File: config.mk
export PLATFORM = sky130hd
export DESIGN_NAME = mux2_arbiter_64_flat
export DESIGN_NICKNAME = d
export VERILOG_FILES = /design/src/rtl/mux2_arbiter_64_if.sv /design/src/rtl/mux2_arbiter_64.sv /design/src/flat_wrapper.sv
export SDC_FILE = /design/constraint.sdc
export NUM_CORES = 1
export LEC_CHECK = 0
export BUFFER_PORTS_ARGS = -buffer_cell sky130_fd_sc_hd__buf_2
export CAP_MARGIN = 10
export CORE_ASPECT_RATIO = 1.2
export CORE_UTILIZATION = 41
export DETAILED_ROUTE_END_ITERATION = 7
export GPL_TIMING_DRIVEN = 0
export PLACE_DENSITY = 0.8
export SLEW_MARGIN = 20
export SYNTH_ARGS = -nofsm -noshare
export SYNTH_HDL_FRONTEND = slang
export SYNTH_SLANG_ARGS = --single-unit
File: constraint.sdc
create_clock -name clk -period 1.5 [get_ports clk]
set_input_delay 0.15 -clock clk [delete_from_list [all_inputs] [get_ports clk]]
set_output_delay 0.15 -clock clk [all_outputs]
set_load 0.1 [all_outputs]
File: src/rtl/mux2_arbiter_64_if.sv
// Handshake and debug bundle between two producers, the arbiter and the downstream consumer.
interface mux2_arbiter_64_if #(
    parameter int CNT_W = 16
);
    logic             I0_valid;
    logic [63:0]      I0;
    logic             I0_ready;
    logic             I1_valid;
    logic [63:0]      I1;
    logic             I1_ready;
    logic             o_valid;
    logic [63:0]      o;
    logic             o_src;
    logic             o_ready;
    logic             sel;
    logic [CNT_W-1:0] cnt0;
    logic [CNT_W-1:0] cnt1;

    modport slave (
        input  I0_valid, I0, I1_valid, I1, o_ready,
        output I0_ready, I1_ready, o_valid, o, o_src, sel, cnt0, cnt1
    );

    modport master (
        output I0_valid, I0, I1_valid, I1, o_ready,
        input  I0_ready, I1_ready, o_valid, o, o_src, sel, cnt0, cnt1
    );
endinterface

File: src/rtl/mux2_arbiter_64.sv
// Two-source round-robin / fixed-priority arbiter driving a 64-bit 2:1 mux select,
// with a one-entry registered output stage and per-source acceptance counters.
module mux2_arbiter_64 #(
    parameter int FIXED_PRI = 0,
    parameter int CNT_W     = 16
) (
    input logic              clk,
    input logic              rst,
    mux2_arbiter_64_if.slave bus
);
    localparam int DATA_W = 64;

    typedef enum logic {EMPTY = 1'b0, FULL = 1'b1} state_t;

    state_t             state_q, state_d;
    logic [DATA_W-1:0]  data_q, data_d;
    logic               src_q, src_d;
    logic               last_q, last_d;
    logic [CNT_W-1:0]   cnt0_q, cnt0_d;
    logic [CNT_W-1:0]   cnt1_q, cnt1_d;

    logic any_vld;
    logic grant;
    logic sel;
    logic load;

    // Grant depends only on valids and history, never on data.
    always_comb begin
        any_vld = bus.I0_valid | bus.I1_valid;
        if (bus.I0_valid && bus.I1_valid) begin
            grant = (FIXED_PRI != 0) ? 1'b0 : ~last_q;
        end else begin
            grant = bus.I1_valid;
        end
        sel  = any_vld ? grant : last_q;
        load = !rst && ((state_q == EMPTY) || bus.o_ready) && any_vld;
    end

    always_comb begin
        state_d = state_q;
        data_d  = data_q;
        src_d   = src_q;
        last_d  = last_q;
        cnt0_d  = cnt0_q;
        cnt1_d  = cnt1_q;
        if (load) begin
            state_d = FULL;
            data_d  = sel ? bus.I1 : bus.I0;
            src_d   = sel;
            last_d  = sel;
            if (sel) begin
                cnt1_d = cnt1_q + CNT_W'(1);
            end else begin
                cnt0_d = cnt0_q + CNT_W'(1);
            end
        end else if ((state_q == FULL) && bus.o_ready) begin
            state_d = EMPTY;
        end
    end

    // Output register stage: last = 1 out of reset so source 0 wins the first contention.
    always_ff @(posedge clk) begin
        if (rst) begin
            state_q <= EMPTY;
            data_q  <= '0;
            src_q   <= 1'b0;
            last_q  <= 1'b1;
            cnt0_q  <= '0;
            cnt1_q  <= '0;
        end else begin
            state_q <= state_d;
            data_q  <= data_d;
            src_q   <= src_d;
            last_q  <= last_d;
            cnt0_q  <= cnt0_d;
            cnt1_q  <= cnt1_d;
        end
    end

    assign bus.sel      = sel;
    assign bus.I0_ready = load && !grant;
    assign bus.I1_ready = load && grant;
    assign bus.o_valid  = (state_q == FULL);
    assign bus.o        = data_q;
    assign bus.o_src    = src_q;
    assign bus.cnt0     = cnt0_q;
    assign bus.cnt1     = cnt1_q;
endmodule

File: src/flat_wrapper.sv
// flat-port wrapper written by rule: the top's interface ports become plain ports
module mux2_arbiter_64_flat 
#(
    parameter int FIXED_PRI = 0,
    parameter int CNT_W     = 16
)
  (clk, rst, bus_I0_valid, bus_I0, bus_I1_valid, bus_I1, bus_o_ready, bus_I0_ready, bus_I1_ready, bus_o_valid, bus_o, bus_o_src, bus_sel, bus_cnt0, bus_cnt1);
  mux2_arbiter_64_if #(.CNT_W(CNT_W)) bus_i ();
  input logic clk;
  input logic rst;
  input wire logic [$bits(bus_i.I0_valid)-1:0] bus_I0_valid;
  input wire logic [$bits(bus_i.I0)-1:0] bus_I0;
  input wire logic [$bits(bus_i.I1_valid)-1:0] bus_I1_valid;
  input wire logic [$bits(bus_i.I1)-1:0] bus_I1;
  input wire logic [$bits(bus_i.o_ready)-1:0] bus_o_ready;
  output wire logic [$bits(bus_i.I0_ready)-1:0] bus_I0_ready;
  output wire logic [$bits(bus_i.I1_ready)-1:0] bus_I1_ready;
  output wire logic [$bits(bus_i.o_valid)-1:0] bus_o_valid;
  output wire logic [$bits(bus_i.o)-1:0] bus_o;
  output wire logic [$bits(bus_i.o_src)-1:0] bus_o_src;
  output wire logic [$bits(bus_i.sel)-1:0] bus_sel;
  output wire logic [$bits(bus_i.cnt0)-1:0] bus_cnt0;
  output wire logic [$bits(bus_i.cnt1)-1:0] bus_cnt1;
  assign bus_i.I0_valid = bus_I0_valid;
  assign bus_i.I0 = bus_I0;
  assign bus_i.I1_valid = bus_I1_valid;
  assign bus_i.I1 = bus_I1;
  assign bus_i.o_ready = bus_o_ready;
  assign bus_I0_ready = bus_i.I0_ready;
  assign bus_I1_ready = bus_i.I1_ready;
  assign bus_o_valid = bus_i.o_valid;
  assign bus_o = bus_i.o;
  assign bus_o_src = bus_i.o_src;
  assign bus_sel = bus_i.sel;
  assign bus_cnt0 = bus_i.cnt0;
  assign bus_cnt1 = bus_i.cnt1;
  mux2_arbiter_64 #(.FIXED_PRI(FIXED_PRI), .CNT_W(CNT_W)) u_core (.clk(clk), .rst(rst), .bus(bus_i));
endmodule
==> run metrics, run 1 <==
status finished with violations; failing checks setup timing; Routed Antenna Nets 0; Final Hold Fails 0; final wirelength approximately 16 mm; critical path class flop to primary output; Final Critical Period ~1.6 ns; flops & latches, synth approximately 100; final cell area excluding filler cells around 0.0070 mm2; GPL Wtd Cong 0.8515; first drt pass iteration count 5; ANT cells 0; Slew headroom 56.44%; RSZ-0062 raised after global routing true; CP Capture Type primary output; Slew Limit Fails 0; placed cell count 910; H-tree Lvls 3; RR Startpoint u_core.bus.cnt0[6]; Initial DRC Count 257; HP Class primary input to flop; Die Width roughly 96 um; crit path capture bus_I0_ready; worst path bufs/invs 3; R2R setup slack -0.07 ns; Design Power just over 7000 uW; delay-heaviest family, CP buffers and inverters; Worst Path Required between 1 and 1.5 ns; slowest cell on the critical path dfxtp_4; final cell count without fillers a little under 1000; worst-margin pin slew 0.6535 ns; Leakage 0.003209 uW; critical path fanouts, max 6; fraction of layout cells with a size suffix above 1 48.68%; register area share after synthesis a little under half; FF-to-FF End u_core.bus.cnt0[11]; Core Box Area 0.01047 mm2; Setup crit start u_core.bus.o_valid; Final Net Count 967; r2r worst-path depth 5; Initial Utilization between 40% and 50%; fmax ~0.62 GHz; initial antenna violation count 0; Area after DPL roughly 0.0060 mm2; Hold Path Depth 3; hpwl dp 10.86 mm; latest clock arrival within the worst-skew pair between 0.3 and 0.4 ns; Via Count roughly 5400; CTS tree done; I/O pin cnt approximately 230; synthesized instance count 548; vias in the first global route 4913; GRT Total Usage 26.72%; PwrDens 1028 mW/mm2; TritonCTS buffer count 9; Clock Root Buffer clkbuf_16; Max stage delay on crit path about 0.36 ns; setup slack after layout -0.1044 ns; critical path depth in cells 5; Netlist cell types 40; Overflow after GRT 0; die area about 0.011 mm2; Yosys Warn Count 0; cell row count 41; max cap viols 0; Port-buffer cells approximately 230; detailed-route DRC error count 0; average cell area after synthesis about 8.0 um2; worst path cell trace nand2b_4 > buf_6 > nand4_1 > clkinvlp_4 > buf_12; Synth Cell Area ~0.0044 mm2; worst path arrival time 1.45 ns; syn_nets slightly below 700; CTS clk-pin slew, worst paths approximately 0.070 ns; largest net degree at the start of global routing 15; Worst Skew between 0.006 and 0.007 ns; Fillers ~860; first-pass GRT wire length 22.98 mm; period utilization 107.0%; synthesis-to-finish area growth 59.46%; Via density around 5.6; Routed WL per cell 16.30 um; # clock sinks just under 100; VDD IR max ~0.52 mV; crit start category flop; Die H ~120 um; Final Setup Violations 11; Clock Tree Buf Depth 2
-- report_power, final --
part	leakage [uW]	internal [uW]	switching, uW
combinational	0.00226	572	1730
sequential	0.000834	2750	94.8
clock	0.000118	1100	952
-- sequential cells by signal, summed over array words and instances, names as in the netlist --
signal,cells
u_core.bus.o_valid,1
u_core.bus.cnt0,16
u_core.bus.o,64
u_core.bus.o_src,1
u_core.bus.cnt1,16
u_core.last_q,1
-- timing repair --
action,in CTS,in global routing
pin swaps,8,30
resized for setup,49,85
setup endpoints to repair,96,76
buffers inserted,24,14
hold buffers,0,0
cloned,1,1
-- metrics by stage --
step | worst slack [ns] | setup TNS, ns | hold WS (ns) | util, %
global placement | -0.4526 | -32.47 | 0.4149 | 57.27
CTS | -0.07709 | -0.2342 | 0.05465 | 62.84
floorplan | -0.3836 | -6.556 | 0.3090 | -
global route | -0.1323 | -1.560 | 0.06438 | 66.82
finish | -0.1044 | -0.4724 | 0.06504 | 66.82
detailed placement | -0.5896 | -38.83 | 0.4225 | 57.27
-- Yosys cell counts --
cell | n | area (um2)
nor2_1 | 79 | 296.5
nor3_1 | 1 | 5.000
a211o_1 | 1 | 8.760
a21oi_1 | 18 | 90.09
clkbuf_1 | 29 | 108.9
nor4_1 | 1 | 6.260
o311ai_0 | 4 | 35.03
nand3_1 | 10 | 50.05
inv_1 | 6 | 22.52
mux2i_1 | 1 | 10.01
nand4_1 | 7 | 43.79
o21ai_0 | 6 | 30.03
a21bo_2 | 1 | 10.01
a21boi_1 | 1 | 7.510
or4b_1 | 3 | 30.03
or3_1 | 8 | 50.05
and4_2 | 1 | 10.01
and4_1 | 2 | 17.52
a311oi_1 | 64 | 560.5
o41ai_1 | 7 | 61.31
xor2_1 | 7 | 61.31
o31ai_1 | 6 | 45.04
nand2b_1 | 2 | 12.51
o21a_1 | 1 | 7.510
buf_2 | 9 | 45.04
nor2b_1 | 4 | 25.02
nand4b_1 | 2 | 17.52
nor3b_1 | 1 | 7.510
buf_1 | 6 | 22.52
and3_2 | 1 | 7.510
xnor2_1 | 2 | 17.52
nand4_2 | 1 | 12.51
and3_1 | 2 | 12.51
mux2_2 | 2 | 22.52
and4b_1 | 2 | 20.02
ha_1 | 2 | 25.02
nor3_2 | 1 | 10.01
or4_1 | 6 | 45.04
dfxtp_1 | 99 | 1982
nand2_1 | 142 | 533.0
-- layout make-up --
cell class	instances	area, um2	share of cell area, %
inverter	6	26.28	0.3757
clock buffer	12	236.5	3.382
multi-input combinational	399	2561	36.63
clock inverter	1	5.005	0.07157
timing repair buffer	273	1546	22.11
tap	129	161.4	2.308
buffer	44	374.1	5.350
sequential	99	2082	29.77
-- cells in the final DEF, fill, tap and decap left out, types with 5 or more instances in the layout --
cell type	instances
nand3_1	5
a311oi_2	12
clkbuf_16	10
nand2_1	140
o21ai_0	6
inv_1	5
dfxtp_1	67
clkbuf_4	8
dfxtp_2	8
clkbuf_1	10
o41ai_1	6
nor2_1	77
or3_1	7
nand4_1	7
buf_6	16
xor2_1	7
buf_2	231
buf_4	39
buf_8	5
a21oi_1	15
a311oi_1	52
dfxtp_4	24
-- worst min-delay path by stage --
stage / from / end / slack [ns]
2_1_floorplan: bus_I1[10] / u_core.bus.o[10] / 0.31
3_5_place_dp: bus_I0[16] / u_core.bus.o[16] / 0.42
4_1_cts: bus_I0[16] / u_core.bus.o[16] / 0.05
5_1_grt: bus_I1[63] / u_core.bus.o[63] / 0.06
6_report: bus_I0[15] / u_core.bus.o[15] / 0.07
3_3_place_gp: bus_I1[14] / u_core.bus.o[14] / 0.41
-- worst reg2reg max path: stages, from the launching register on --
cell	delay (ns)
dfxtp_4	0.36
nand4_4	0.12
or3_4	0.35
buf_6	0.14
or4_1	0.40
a21oi_1	0.12
-- metal layers --
metal	global-route usage (%)	up-vias	wire length, um
met5	0	-	0
met4	13.43	0	470
met3	4.894	45	1010
met2	46.86	244	8183
met1	30.68	2546	6035
li1	-	2529	-
-- cells by family after synthesis --
group,after synthesis,synth area share [%]
xor+xnor,9,1.798
buf+inv,50,4.536
fa+ha+maj,2,0.5705
simple gates,276,27.65
compound gates,109,19.52
mux,3,0.7418
flops,99,45.19
Note: power is estimated with default switching activity, not from simulation.
==> inputs of run 2 (changes only) <==
--- a/config.mk
+++ b/config.mk
@@ -5,13 +5,14 @@
 export SDC_FILE = /design/constraint.sdc
 export NUM_CORES = 1
 export LEC_CHECK = 0
+export ABC_AREA = 1
 export BUFFER_PORTS_ARGS = -buffer_cell sky130_fd_sc_hd__buf_2
 export CAP_MARGIN = 10
 export CORE_ASPECT_RATIO = 1.2
-export CORE_UTILIZATION = 41
+export CORE_UTILIZATION = 42
 export DETAILED_ROUTE_END_ITERATION = 7
 export GPL_TIMING_DRIVEN = 0
-export PLACE_DENSITY = 0.8
+export PLACE_DENSITY = 0.79
 export SLEW_MARGIN = 20
 export SYNTH_ARGS = -nofsm -noshare
 export SYNTH_HDL_FRONTEND = slang
==> run metrics, run 2 <==
status finished with violations (unchanged); failing checks setup timing (unchanged); RR Startpoint u_core.last_q (was u_core.bus.cnt0[6]); setup TNS -0.01273 ns (was -0.4724 ns); worst hold path startpoint bus_o_ready (was bus_I0[15]); Die H 120.7 um (was 115.3 um); synthesis-to-finish area growth 39.87% (was 59.46%); Net Sw Frac 36.27% (was 38.56%); Initial Utilization 43.81% (was 41.91%); first drt pass iteration count 4 (was 5); Synth area leader dfxtp_1 (unchanged); ys flop type dfxtp_1 (unchanged); Routed Antenna Nets 0 (unchanged); max cap viols 0 (unchanged); fmax 0.6611 GHz (was 0.6233 GHz); detailed-route DRC error count 0 (unchanged); WHS Endpoint u_core.bus.o_valid (was u_core.bus.o[15]); critical path class flop to primary output (unchanged); Leakage 0.003591 uW (was 0.003209 uW); NetSw 2637 uW (was 2773 uW); setup slack after layout -0.01273 ns (was -0.1044 ns); flops & latches, synth 99 (unchanged); Via density 4.698 (was 5.570); max reg flops 64 (unchanged); R2R setup slack 0.06 ns (was -0.07 ns); CTS tree done (unchanged); FF-to-FF End u_core.bus.o[26] (was u_core.bus.cnt0[11]); Slew Limit Fails 0 (unchanged); first-pass GRT wire length 23.51 mm (was 22.98 mm); hpwl dp 10.97 mm (was 10.86 mm); GPL Wtd Cong 0.8535 (was 0.8515); M1 WL 5.991 mm (was 6.035 mm); vias in the first global route 5245 (was 4913); synth top area cells dfxtp_1 40%, nand2_1 31%, a21oi_1 8.6% (was dfxtp_1 45%, a311oi_1 13%, nand2_1 12%); latest clock arrival within the worst-skew pair 0.34 ns (was 0.35 ns); CP Capture Type primary output (unchanged); r2r worst-path depth 9 (was 5); Clock Power Share 31.1% (was 28.5%); register area share after synthesis 40.22% (was 45.19%); Clock Root Buffer clkbuf_16 (unchanged); combinational cell fraction of total power 30.3% (was 32.0%); Core Box Area 0.01125 mm2 (was 0.01047 mm2); cell row count 42 (was 41); Final Setup Violations 1 (was 11); Clock Tree Buf Depth 2 (unchanged); Fillers 1136 (was 859); worst-margin pin slew 0.5536 ns (was 0.6535 ns); PwrDens 1055 mW/mm2 (was 1028 mW/mm2); most common cell after layout, fill and taps aside nand2_1 (was buf_2); Port-buffer cells 232 (was 233); Synth Cell Area 0.004927 mm2 (was 0.004385 mm2); Slew headroom 63.09% (was 56.44%); GRT Total Usage 24.48% (was 26.72%); crit start category flop (unchanged); largest net degree at the start of global routing 15 (unchanged); count leader, synth nand2_1 (unchanged); syn_nets 916 (was 683); internal power 4634 uW (was 4418 uW); Die Width 100.9 um (was 96.41 um); TritonCTS buffer count 9 (unchanged); Worst Path Required 1.35 ns (about the same); average cell area after synthesis 6.309 um2 (was 8.003 um2); Netlist cell types 21 (was 40); met2 wire length 7.448 mm (was 8.183 mm); Final Hold Fails 0 (unchanged); Overflow after GRT 0 (unchanged); Setup crit start u_core.last_q (was u_core.bus.o_valid); EDFF count, synth 0 (unchanged); final cell area excluding filler cells 0.006892 mm2 (was 0.006993 mm2); RSZ-0062 raised after global routing true (unchanged); highest metal used met4 (unchanged); worst path arrival time 1.36 ns (was 1.45 ns); synthesized instance count 781 (was 548); die area 0.01217 mm2 (was 0.01112 mm2); Final Net Count 1166 (was 967); async set-reset flop share out of synthesis 0% (unchanged); DR WL met3 767 um (was 1.010 mm); Yosys Warn Count 0 (unchanged); initial antenna violation count 0 (unchanged); Synth top area share 40.22% (was 45.19%); H-tree Lvls 3 (unchanged); top post-synthesis cells by count 405 x nand2_1, 99 x dfxtp_1, 85 x a21oi_1 (was 142 x nand2_1, 99 x dfxtp_1, 79 x nor2_1); commonest cells after routing, fill and taps aside 398 x nand2_1, 233 x buf_2, 85 x a21oi_1, 67 x dfxtp_1, 48 x inv_1 (was 231 x buf_2, 140 x nand2_1, 77 x nor2_1, 67 x dfxtp_1, 52 x a311oi_1); Routed WL per cell 12.26 um (was 16.30 um); final wirelength 14.59 mm (was 15.70 mm); fraction of layout cells with a size suffix above 1 32.34% (was 48.68%); Area after DPL 0.006375 mm2 (was 0.005993 mm2); ANT cells 0 (unchanged); # clock sinks 99 (unchanged); HP Class primary input to flop (unchanged); Seq pwr share 38.6% (was 39.6%); CTS clk-pin slew, worst paths 0.06 ns (was 0.07 ns); Worst Skew 0.006629 ns (was 0.006592 ns); critical path fanouts, max 3 (was 6); I/O pin cnt 234 (unchanged); Initial DRC Count 130 (was 257); period utilization 100.8% (was 107.0%); Via Count 5591 (was 5364); Final Critical Period 1.513 ns (was 1.604 ns); Hold Path Depth 4 (was 3); VDD IR max 0.5899 mV (was 0.5248 mV)
run 2: cell count changes in the layout (fill, tap and decap cells not counted), moves of 12 or more:
cell	delta
buf_4	-28
a311oi_1	-52
nor2_1	-42
a21oi_1	+70
a311oi_2	-12
nand2_1	+258
inv_1	+43
nand3_1	+24
run 2: power groups by stage:
stage | Sequential [uW] | Combinational, uW | Clock (uW)
after floorplan | 3750 | 712 | 0
after global placement | 2860 | 2090 | 0
after detailed placement | 2860 | 2090 | 0
after CTS | 2800 | 2150 | 2320
after global routing | 2820 | 2350 | 2420
final | 2810 | 2200 | 2260
run 2: through the flow:
step	std cells	hold slack, ns	power (uW)	utilization [%]	worst slack [ns]
2_1_floorplan	781	0.3265	4461	-	0.009392
3_3_place_gp	1167	0.4486	4945	56.69	-0.1951
3_5_place_dp	1167	0.4519	4953	56.69	-0.2032
4_1_cts	1190	0.1042	7277	60.38	0.002909
5_1_grt	1190	0.1459	7593	61.28	-0.04560
6_report	1190	0.1119	7271	61.28	-0.01273
run 2: what timing repair did:
item,in CTS,in global routing
setup endpoints to repair,10,62
buffers inserted,8,0
gates cloned,0,1
gates resized for setup,23,24
hold endpoints to repair,0,0
pin swaps,4,1
hold buffers,0,0
run 2: worst max-delay path, stage by stage, from the launching register on:
cell and delay, ns:
dfxtp_4 0.37, o21ai_4 0.20, inv_4 0.08, nor2_4 0.10, buf_8 0.11, buf_12 0.16
run 2: how the worst max path moves through the flow:
stage	endpoint	slack, ns	cells after the start
global placement	bus_I0_ready	-0.20	6
finish	bus_I0_ready	-0.01	5
global route	bus_I0_ready	-0.05	5
floorplan	u_core.bus.cnt0[8]	0.009	7
detailed placement	bus_I0_ready	-0.20	6
CTS	bus_I1_ready	0.003	6
run 2: logic make-up after synthesis:
kind of cell,after synthesis,share of synthesized area [%]
simple gates,493,39.74
flops,99,40.22
buf+inv,94,9.853
compound gates,91,9.319
xor+xnor,2,0.3556
fa+ha+maj,2,0.5078
run 2: metal layers:
layer | global-route usage, % | vias up
li1 | - | 2930
met1 | 28.22 | 2458
met2 | 43.41 | 169
met3 | 4.393 | 34
met4 | 11.41 | 0
met5 | 0 | -
run 2: final cells by class:
class                      instances  area [um2]  share of cell area [%]
sequential                        99        2057                   29.85
inverter                          51       193.9                   2.814
clock buffer                      15       287.8                   4.176
tap                              154       192.7                   2.796
multi-input combinational        588        2515                   36.49
buffer                            41       341.6                   4.956
clock inverter                     1       5.005                 0.07262
timing repair buffer             241        1299                   18.85
